**src/rtl/unit_output_collector.sv**
```systemverilog
// unit_output_collector
//   Round-robin collector sitting downstream of N_UNITS unit output buffers.
//   It picks one non-empty unit and pulses that unit's read request. It then
//   checks the 2'b11 header symbol, deserialises OUT_N_WORDS 2-bit payload
//   symbols into 16-bit words and writes a tagged header word followed by
//   the payload words into the output FIFO.
//
// Ports
//   clk         single clock, shared with the unit read side
//   rst_n       asynchronous reset, active low
//   unit_dout   unit i symbol on [2*i+1:2*i] (registered in the unit)
//   unit_empty  1 = unit i has no packet ready
//   unit_rd_en  one-cycle read request to unit i (at most one bit high)
//   fifo_full   1 = output FIFO cannot take a whole packet (sampled in IDLE only)
//   dout        output word
//   wr_en       dout valid, write strobe to the FIFO
//   err         sticky: a bad header was seen
//   err_unit    unit index of the first bad header
//   dbg_state   current FSM state (state_t encoding)
//
// Handshake: there is no back-pressure once a packet has started. fifo_full
// low in IDLE promises room for a whole packet. wr_en is a pure write strobe
// and dout is valid only in cycles where wr_en is high.
module unit_output_collector #(
    parameter int         N_UNITS     = 4,
    parameter int         OUT_N_WORDS = 288,
    parameter logic [7:0] HDR_TAG     = 8'hD5
) (
    input  logic                   clk,
    input  logic                   rst_n,
    input  logic [2*N_UNITS-1:0]   unit_dout,
    input  logic [N_UNITS-1:0]     unit_empty,
    output logic [N_UNITS-1:0]     unit_rd_en,
    input  logic                   fifo_full,
    output logic [15:0]            dout,
    output logic                   wr_en,
    output logic                   err,
    output logic [7:0]             err_unit,
    output logic [2:0]             dbg_state
);

    localparam int PTR_W = (N_UNITS > 1) ? $clog2(N_UNITS) : 1;
    localparam int CNT_W = $clog2(OUT_N_WORDS);

    typedef enum logic [2:0] {
        S_IDLE   = 3'd0,
        S_RD_REQ = 3'd1,
        S_WAIT   = 3'd2,
        S_HDR    = 3'd3,
        S_DATA   = 3'd4
    } state_t;

    state_t             state_q, state_d;
    logic [PTR_W-1:0]   ptr_q, ptr_d;
    logic [CNT_W-1:0]   sym_cnt_q, sym_cnt_d;
    logic [15:0]        shift_q, shift_d;
    logic [N_UNITS-1:0] rd_en_q, rd_en_d;
    logic [15:0]        dout_q, dout_d;
    logic               wr_en_q, wr_en_d;
    logic               err_q, err_d;
    logic [7:0]         err_unit_q, err_unit_d;
    logic [1:0]         sym;

    // Round-robin successor with explicit wrap so non power-of-two
    // unit counts never visit an unused index.
    function automatic logic [PTR_W-1:0] ptr_inc(input logic [PTR_W-1:0] p);
        return (p == PTR_W'(N_UNITS - 1)) ? '0 : p + 1'b1;
    endfunction

    // Symbol mux driven by the selected unit's registered output.
    always_comb begin
        sym = 2'b00;
        for (int i = 0; i < N_UNITS; i++) begin
            if (ptr_q == PTR_W'(i)) begin
                sym = unit_dout[2*i +: 2];
            end
        end
    end

    always_comb begin
        state_d    = state_q;
        ptr_d      = ptr_q;
        sym_cnt_d  = sym_cnt_q;
        shift_d    = shift_q;
        rd_en_d    = '0;
        dout_d     = dout_q;
        wr_en_d    = 1'b0;
        err_d      = err_q;
        err_unit_d = err_unit_q;

        case (state_q)
            S_IDLE: begin
                // One unit examined per cycle; the pointer only moves on when
                // the current unit cannot be served.
                if (!unit_empty[ptr_q] && !fifo_full) begin
                    rd_en_d = {{(N_UNITS-1){1'b0}}, 1'b1} << ptr_q;
                    state_d = S_RD_REQ;
                end else begin
                    ptr_d = ptr_inc(ptr_q);
                end
            end
            S_RD_REQ: begin
                state_d = S_WAIT;
            end
            S_WAIT: begin
                state_d = S_HDR;
            end
            S_HDR: begin
                if (sym == 2'b11) begin
                    dout_d    = {HDR_TAG, 8'(ptr_q)};
                    wr_en_d   = 1'b1;
                    sym_cnt_d = '0;
                    state_d   = S_DATA;
                end else begin
                    err_d = 1'b1;
                    if (!err_q) begin
                        err_unit_d = 8'(ptr_q);
                    end
                    ptr_d   = ptr_inc(ptr_q);
                    state_d = S_IDLE;
                end
            end
            S_DATA: begin
                // LSB-first: after 8 shifts symbol k of the word sits in [2k+1:2k].
                shift_d   = {sym, shift_q[15:2]};
                sym_cnt_d = sym_cnt_q + 1'b1;
                if (sym_cnt_q[2:0] == 3'd7) begin
                    dout_d  = shift_d;
                    wr_en_d = 1'b1;
                end
                if (sym_cnt_q == CNT_W'(OUT_N_WORDS - 1)) begin
                    ptr_d   = ptr_inc(ptr_q);
                    state_d = S_IDLE;
                end
            end
            default: begin
                state_d = S_IDLE;
            end
        endcase
    end

    always_ff @(posedge clk or negedge rst_n) begin
        if (!rst_n) begin
            state_q    <= S_IDLE;
            ptr_q      <= '0;
            sym_cnt_q  <= '0;
            shift_q    <= '0;
            rd_en_q    <= '0;
            dout_q     <= '0;
            wr_en_q    <= 1'b0;
            err_q      <= 1'b0;
            err_unit_q <= '0;
        end else begin
            state_q    <= state_d;
            ptr_q      <= ptr_d;
            sym_cnt_q  <= sym_cnt_d;
            shift_q    <= shift_d;
            rd_en_q    <= rd_en_d;
            dout_q     <= dout_d;
            wr_en_q    <= wr_en_d;
            err_q      <= err_d;
            err_unit_q <= err_unit_d;
        end
    end

    assign unit_rd_en = rd_en_q;
    assign dout       = dout_q;
    assign wr_en      = wr_en_q;
    assign err        = err_q;
    assign err_unit   = err_unit_q;
    assign dbg_state  = state_q;

endmodule

```
**config.mk**
```make
export PLATFORM = sky130hd
export DESIGN_NAME = unit_output_collector
export DESIGN_NICKNAME = d
export VERILOG_FILES = /design/src/rtl/unit_output_collector.sv
export SDC_FILE = /design/constraint.sdc
export NUM_CORES = 1
export LEC_CHECK = 0
export ABC_CLOCK_PERIOD_IN_PS = 2800
export CORE_MARGIN = 2
export CORE_UTILIZATION = 51
export CTS_CLUSTER_SIZE = 28
export DETAILED_ROUTE_END_ITERATION = 10
export GPL_ROUTABILITY_DRIVEN = 0
export PLACE_DENSITY = 0.79
export SYNTH_ARGS = -nofsm -noshare
export SYNTH_HDL_FRONTEND = slang
export SYNTH_SLANG_ARGS = --single-unit
```
**constraint.sdc**
```tcl
create_clock -name clk -period 2.8 [get_ports clk]
set_input_delay 0.56 -clock clk [delete_from_list [all_inputs] [get_ports clk]]
set_output_delay 0.56 -clock clk [all_outputs]
set_load 0.02 [all_outputs]
```
==> flow_metrics.env, run 1 <==
export IMPL_outcome="completed"
export IMPL_vdd_drop_max_v=0.0004771
export IMPL_grt_pass1_wl_um=7721
export IMPL_yosysUniqueCellTypes=43
export IMPL_synth_seq_cells=52
export IMPL_tightest_slew_ns=0.6373
export IMPL_seq_power_share=0.432
export IMPL_yosys_warnings=0
export IMPL_initial_core_util=0.5365
export IMPL_tns_ns=0
export IMPL_avgSynthCellArea_sq_um=11.10
export IMPL_cp_required_ns=3.00
export IMPL_synth_most_common_cell="dfrtp_1"
export IMPL_grt_max_degree=29
export IMPL_clockBufferDepth=2
export IMPL_dr_first_iter_drc_count=99
export IMPL_swShare=0.3874
export IMPL_synth_enable_flop_cells=0
export IMPL_grt_pass1_vias=1634
export IMPL_cts_max_level=2
export IMPL_stdcell_area_sq_um=2898
export IMPL_dieArea_sq_um=5172
export IMPL_via_per_inst=5.447
export IMPL_drive_gt1_frac=0.1206
export IMPL_max_cap_violations=0
export IMPL_synth_top_area_share=0.5532
export IMPL_cts_tree="done"
export IMPL_synth_top_cell_by_area="dfrtp_1"
export IMPL_hold_buffers=0
export IMPL_clock_sinks=52
export IMPL_clockPowerShare=0.148
export IMPL_clock_latency_ns=0.31
export IMPL_antenna_left=0
export IMPL_cts_setup_buffers=0
export IMPL_drcViolationCount=0
export IMPL_grt_util_all_layers=0.1938
export IMPL_p_switching_mw=1.153
export IMPL_port_buffers=41
export IMPL_ios=48
export IMPL_async_reset_ff_frac=1.000
export IMPL_syn2layout_area_growth_pct=23.19
export IMPL_netlist_instances=212
export IMPL_powerDensity_nw_per_um2=1027
export IMPL_antenna_found_initial=0
export IMPL_wl_per_cell_um=14.20
export IMPL_n_antenna_cell=0
export IMPL_finalNetCount=277
export IMPL_cts_root_buf="clkbuf_8"
export IMPL_p_leak_nw=1.336
export IMPL_crit_path_start_kind="flip-flop"
export IMPL_hold_viol=0
export IMPL_synth_seq_area_share=0.5532
export IMPL_route_vias_total=1683
export IMPL_fmax_ghz=0.4289
export IMPL_finalSetupViolCount=0
export IMPL_path_clk_slew_ns=0.10
export IMPL_critPathKind="reg2reg"
export IMPL_synthFlopType="dfrtp_1"
export IMPL_die_h_um=71.92
export IMPL_holdWs_ns=0.2625
export IMPL_comb_power_share=0.421
export IMPL_wl_um=4387
export IMPL_rows=24
export IMPL_synthTopCellsByArea="dfrtp_1 55%, nand2_1 7.8%, a22o_1 4.5%, ha_1 3.2%, o21ai_0 2.3%"
export IMPL_worst_hold_path_type="in2async"
export IMPL_dpl_hpwl_um=3165
export IMPL_die_w_um=71.92
export IMPL_period_needed_ns=2.331
export IMPL_coreArea_sq_um=4384
export IMPL_relSlewSlack=0.5751
export IMPL_cts_buffers=5
export IMPL_crit_path_end_kind="flip-flop"
export IMPL_drt_pre_antenna_iters=4
export IMPL_placed_cell_area_sq_um=2804
export IMPL_final_max_slew_violation_count=0
export IMPL_synthTopCellsByCount="52 x dfrtp_1, 49 x nand2_1, 12 x a22o_1, 11 x nor2_1, 11 x o21ai_0"
export IMPL_cp_max_fo=7
export IMPL_internal_power_mw=1.823
export IMPL_timing_final_crit_share=0.8327
export IMPL_cts_resized=0
export IMPL_cp_arrival_ns=2.53
export IMPL_overflow=0
export IMPL_rsz0062_at_grt="false"
export IMPL_netlist_area_sq_um=2352
export IMPL_fin_skew_ns=0.01232
power by group through the flow:
stage / Combinational (mW) / Sequential, mW / Clock (mW)
2_1_floorplan: 0.700 / 1.39 / 0
3_3_place_gp: 1.22 / 1.29 / 0
3_5_place_dp: 1.26 / 1.30 / 0
4_1_cts: 1.27 / 1.29 / 0.453
5_1_grt: 1.37 / 1.34 / 0.478
6_report: 1.25 / 1.29 / 0.439
cell usage in the layout (no fill, tap or decap), types with 2 or more instances in the layout:
cell / synthesis / routed
dfrtp_1: 52 / 52
nand2_1: 49 / 49
clkdlybuf4s50_1: 0 / 40
a22o_1: 12 / 12
nor2_1: 11 / 11
o21ai_0: 11 / 11
ha_1: 6 / 6
conb_1: 1 / 6
and2_1: 5 / 5
o22a_1: 5 / 5
clkbuf_8: 0 / 5
a31oi_1: 4 / 4
inv_1: 3 / 3
and3_1: 3 / 3
nand4_1: 3 / 3
buf_4: 6 / 3
nand3b_1: 2 / 2
a211oi_2: 2 / 2
nor3b_1: 2 / 2
nor2b_1: 2 / 2
nor3_1: 2 / 2
mux2_1: 2 / 2
mux2_2: 2 / 2
mux2_4: 2 / 2
a21oi_1: 2 / 2
inv_6: 0 / 2
cells by family after synthesis:
group | count (synthesis) | share of synthesized area
AOI/OAI and AO/OA | 41 | 0.1495
DFF | 52 | 0.5532
and+or+nand+nor | 86 | 0.1713
muxes | 7 | 0.04149
buffers and inverters | 17 | 0.04361
xor gates and xnor gates | 2 | 0.007448
other | 1 | 0.001594
adders and majority gates | 6 | 0.03191
layout make-up:
| cell class | count | area [sq um] |
|---|---|---|
| Fill cell | 346 | 1486 |
| Sequential cell | 52 | 1301 |
| Multi-Input combinational cell | 148 | 967.2 |
| Timing Repair Buffer | 45 | 447.9 |
| Clock buffer | 5 | 68.82 |
| Tap cell | 52 | 65.06 |
| Clock inverter | 3 | 25.02 |
| Inverter | 4 | 22.52 |
registers in the layout, indices dropped and copies added (netlist names):
| name | cells |
|---|---|
| unit_rd_en | 4 |
| dout | 16 |
| shift_q | 14 |
| ptr_q | 2 |
| err | 1 |
| dbg_state | 3 |
| wr_en | 1 |
| err_unit | 2 |
| sym_cnt_q | 9 |
layer usage:
metal / vias to the layer above / wire (um) / track usage
li1: 809 / - / -
met1: 835 / 1902 / 0.2556
met2: 33 / 2239 / 0.3210
met3: 6 / 198 / 0.04722
met4: 0 / 46 / 0.05660
met5: - / 0 / 0
critical path, stage by stage, from the launching register on:
cell and delay, ns:
dfrtp_1 0.48, inv_1 0.14, ha_1 0.26, nor3b_1 0.40, a221oi_4 0.10, a21boi_2 0.27, nor2b_1 0.23, mux2_2 0.35
worst paths after layout:
kind,cells after the start,from,end,slack [ns]
setup / recovery,7,ptr_q[0],err_unit[1],0.47
hold / removal,1,rst_n,dout[15],0.26
setup reg to reg,7,ptr_q[0],err_unit[1],0.47
hold reg to reg,2,shift_q[2],shift_q[2],0.49
max in group asynchronous,2,rst_n,dbg_state[2],1.99
min in group clk,2,shift_q[2],shift_q[2],0.49
per-stage QoR:
step	std cells	setup slack (ns)	power [mW]	utilization
2_1_floorplan	217	0.6956	2.093	-
3_3_place_gp	301	0.3917	2.509	0.6396
3_5_place_dp	301	0.3619	2.559	0.6396
4_1_cts	309	0.4441	3.010	0.6610
5_1_grt	309	0.2824	3.184	0.6610
6_report	309	0.4686	2.976	0.6610
No activity file was read; power rests on OpenSTA's default activity.
==> run 2: changes to the inputs <==
--- a/config.mk
+++ b/config.mk
@@ -5,7 +5,7 @@
 export SDC_FILE = /design/constraint.sdc
 export NUM_CORES = 1
 export LEC_CHECK = 0
-export ABC_CLOCK_PERIOD_IN_PS = 2800
+export ABC_CLOCK_PERIOD_IN_PS = 2400
 export CORE_MARGIN = 2
 export CORE_UTILIZATION = 51
 export CTS_CLUSTER_SIZE = 28
==> constraint.sdc (replaced) <==
create_clock -name clk -period 2.4 [get_ports clk]
set_input_delay 0.48 -clock clk [delete_from_list [all_inputs] [get_ports clk]]
set_output_delay 0.48 -clock clk [all_outputs]
set_load 0.02 [all_outputs]
==> run 2 against run 1 <==
Compared with the run above:
- setup slack got worse by 0.30 ns
- sequential share of layout area is 0.59 points lower
- sequential cell count unchanged
- combinational power is 20% higher
- total power increased by 18%
- maximum frequency grew 4.5%
- core utilization rose by 0.88 points
- routed wire length down 0.62%
- via count decreased by 0.89%
- largest cell class unchanged
- largest power group is now combinational logic
==> flow_metrics.env, run 2 (synthesis results as in run 1) <==
export IMPL_outcome="completed"
export IMPL_rsz0062_at_grt="false"
export IMPL_period_needed_ns=2.232
export IMPL_drive_gt1_frac=0.1374
export IMPL_drt_pre_antenna_iters=4
export IMPL_final_max_slew_violation_count=0
export IMPL_internal_power_mw=2.161
export IMPL_antenna_found_initial=0
export IMPL_relSlewSlack=0.6166
export IMPL_antenna_left=0
export IMPL_worst_hold_path_type="in2async"
export IMPL_port_buffers=41
export IMPL_powerDensity_nw_per_um2=1193
export IMPL_rr_worst_depth=8
export IMPL_timing_final_crit_share=0.9299
export IMPL_worstPathCellList="inv_1 > ha_1 > nand3b_1 > a221oi_4 > nand3_2 > and2_4 > inv_8 > mux2_4"
export IMPL_dpl_hpwl_um=3238
export IMPL_finalNetCount=282
export IMPL_cts_max_level=2
export IMPL_initial_core_util=0.5365
export IMPL_ios=48
export IMPL_critPathKind="reg2reg"
export IMPL_critPathSlowestCell="dfrtp_1"
export IMPL_overflow=0
export IMPL_clock_sinks=52
export IMPL_route_vias_total=1668
export IMPL_die_h_um=71.92
export IMPL_swShare=0.3832
export IMPL_cts_root_buf="clkbuf_8"
export IMPL_comb_power_share=0.429
export IMPL_crit_path_start_kind="flip-flop"
export IMPL_fmax_ghz=0.4481
export IMPL_cts_tree="done"
export IMPL_cts_buffers=5
export IMPL_cp_required_ns=2.59
export IMPL_final_cell_mix="52 x dfrtp_1, 49 x nand2_1, 40 x clkdlybuf4s50_1"
export IMPL_seq_power_share=0.425
export IMPL_clock_latency_ns=0.31
export IMPL_cp_max_fo=8
export IMPL_clockPowerShare=0.146
export IMPL_grt_max_degree=29
export IMPL_coreArea_sq_um=4384
export IMPL_grt_pass1_vias=1719
export IMPL_mostFrequentLayoutCell="dfrtp_1"
export IMPL_r2r_setup_slack_ns=0.17
export IMPL_max_cap_violations=0
export IMPL_tightest_slew_ns=0.5751
export IMPL_setup_ws_ns=0.1683
export IMPL_fin_skew_ns=0.01208
export IMPL_wl_per_cell_um=13.89
export IMPL_via_per_inst=5.312
export IMPL_cp_arrival_ns=2.43
export IMPL_r2r_start="ptr_q[1]"
export IMPL_grt_util_all_layers=0.1914
export IMPL_hold_viol=0
export IMPL_vdd_drop_max_v=0.0005873
export IMPL_rows=24
export IMPL_dr_first_iter_drc_count=106
export IMPL_pre_cts_ws_ns=0.03526
export IMPL_drcViolationCount=0
export IMPL_dieArea_sq_um=5172
export IMPL_finalSetupViolCount=0
export IMPL_placed_cells=306
export IMPL_n_antenna_cell=0
export IMPL_path_clk_slew_ns=0.10
export IMPL_holdWs_ns=0.1535
export IMPL_p_switching_mw=1.343
export IMPL_grt_pass1_wl_um=7721
export IMPL_r2r_end="dout[0]"
export IMPL_hold_buffers=0
export IMPL_largest_reg_flops=16
export IMPL_crit_path_end_kind="flip-flop"
export IMPL_syn2layout_area_growth_pct=24.84
export IMPL_clockBufferDepth=2
export IMPL_wl_um=4360
export IMPL_max_stage_delay_ns=0.41
export IMPL_p_leak_nw=1.365
export IMPL_cts_resized=0
export IMPL_final_cells=314
export IMPL_tns_ns=0
export IMPL_die_w_um=71.92
export IMPL_cts_setup_buffers=0
## run 2: cell count changes in the layout (fill, tap and decap cells not counted)
cell	change
buf_4	+5
clkinv_4	+2
clkinvlp_4	-1
inv_6	-1
## run 2: power groups by stage
stage,clock [mW],combinational (mW),sequential [mW]
CTS,0.527,1.52,1.49
global placement,0,1.48,1.49
floorplan,0,0.817,1.62
detailed placement,0,1.52,1.50
global route,0.565,1.65,1.54
finish,0.513,1.50,1.49
## run 2: cell type report
type,count,area [sq um]
Sequential cell,52,1301
Clock buffer,5,68.82
Inverter,4,22.52
Fill cell,356,1448
Timing Repair Buffer,50,485.5
Clock inverter,3,26.28
Tap cell,52,65.06
Multi-Input combinational cell,148,967.2
## run 2: critical path, delay by kind of cell, from the launching register on
| kind | cells | cell delay (ns) |
|---|---|---|
| and+or+nand+nor | 3 | 0.58 |
| DFF | 1 | 0.41 |
| AOI/OAI and AO/OA | 1 | 0.40 |
| muxes | 1 | 0.29 |
| adders and majority gates | 1 | 0.26 |
| buffers and inverters | 2 | 0.17 |
## run 2: per-stage QoR
stage	cell area, sq um	util	power, mW
after floorplan	2371	-	2.442
after global placement	2841	0.6481	2.971
after detailed placement	2841	0.6481	3.022
after CTS	2937	0.6698	3.536
after global routing	2937	0.6698	3.754
final	2937	0.6698	3.504
## run 2: metal layers
| layer | wire length [um] | vias to the layer above | track usage | part of all wire |
|---|---|---|---|---|
| li1 | - | 816 | - | - |
| met1 | 2001 | 815 | 0.2458 | 0.46 |
| met2 | 2158 | 30 | 0.3220 | 0.49 |
| met3 | 141 | 7 | 0.04722 | 0.032 |
| met4 | 59 | 0 | 0.06080 | 0.014 |
| met5 | 0 | - | 0 | 0 |
## run 2: how the worst max path moves through the flow
stage,from,endpoint
after detailed placement,unit_empty[3],ptr_q[0]
after global placement,unit_empty[3],ptr_q[1]
final,ptr_q[1],dout[0]
after floorplan,ptr_q[0],dout[0]
after CTS,ptr_q[0],err_unit[1]
after global routing,ptr_q[0],err_unit[1]
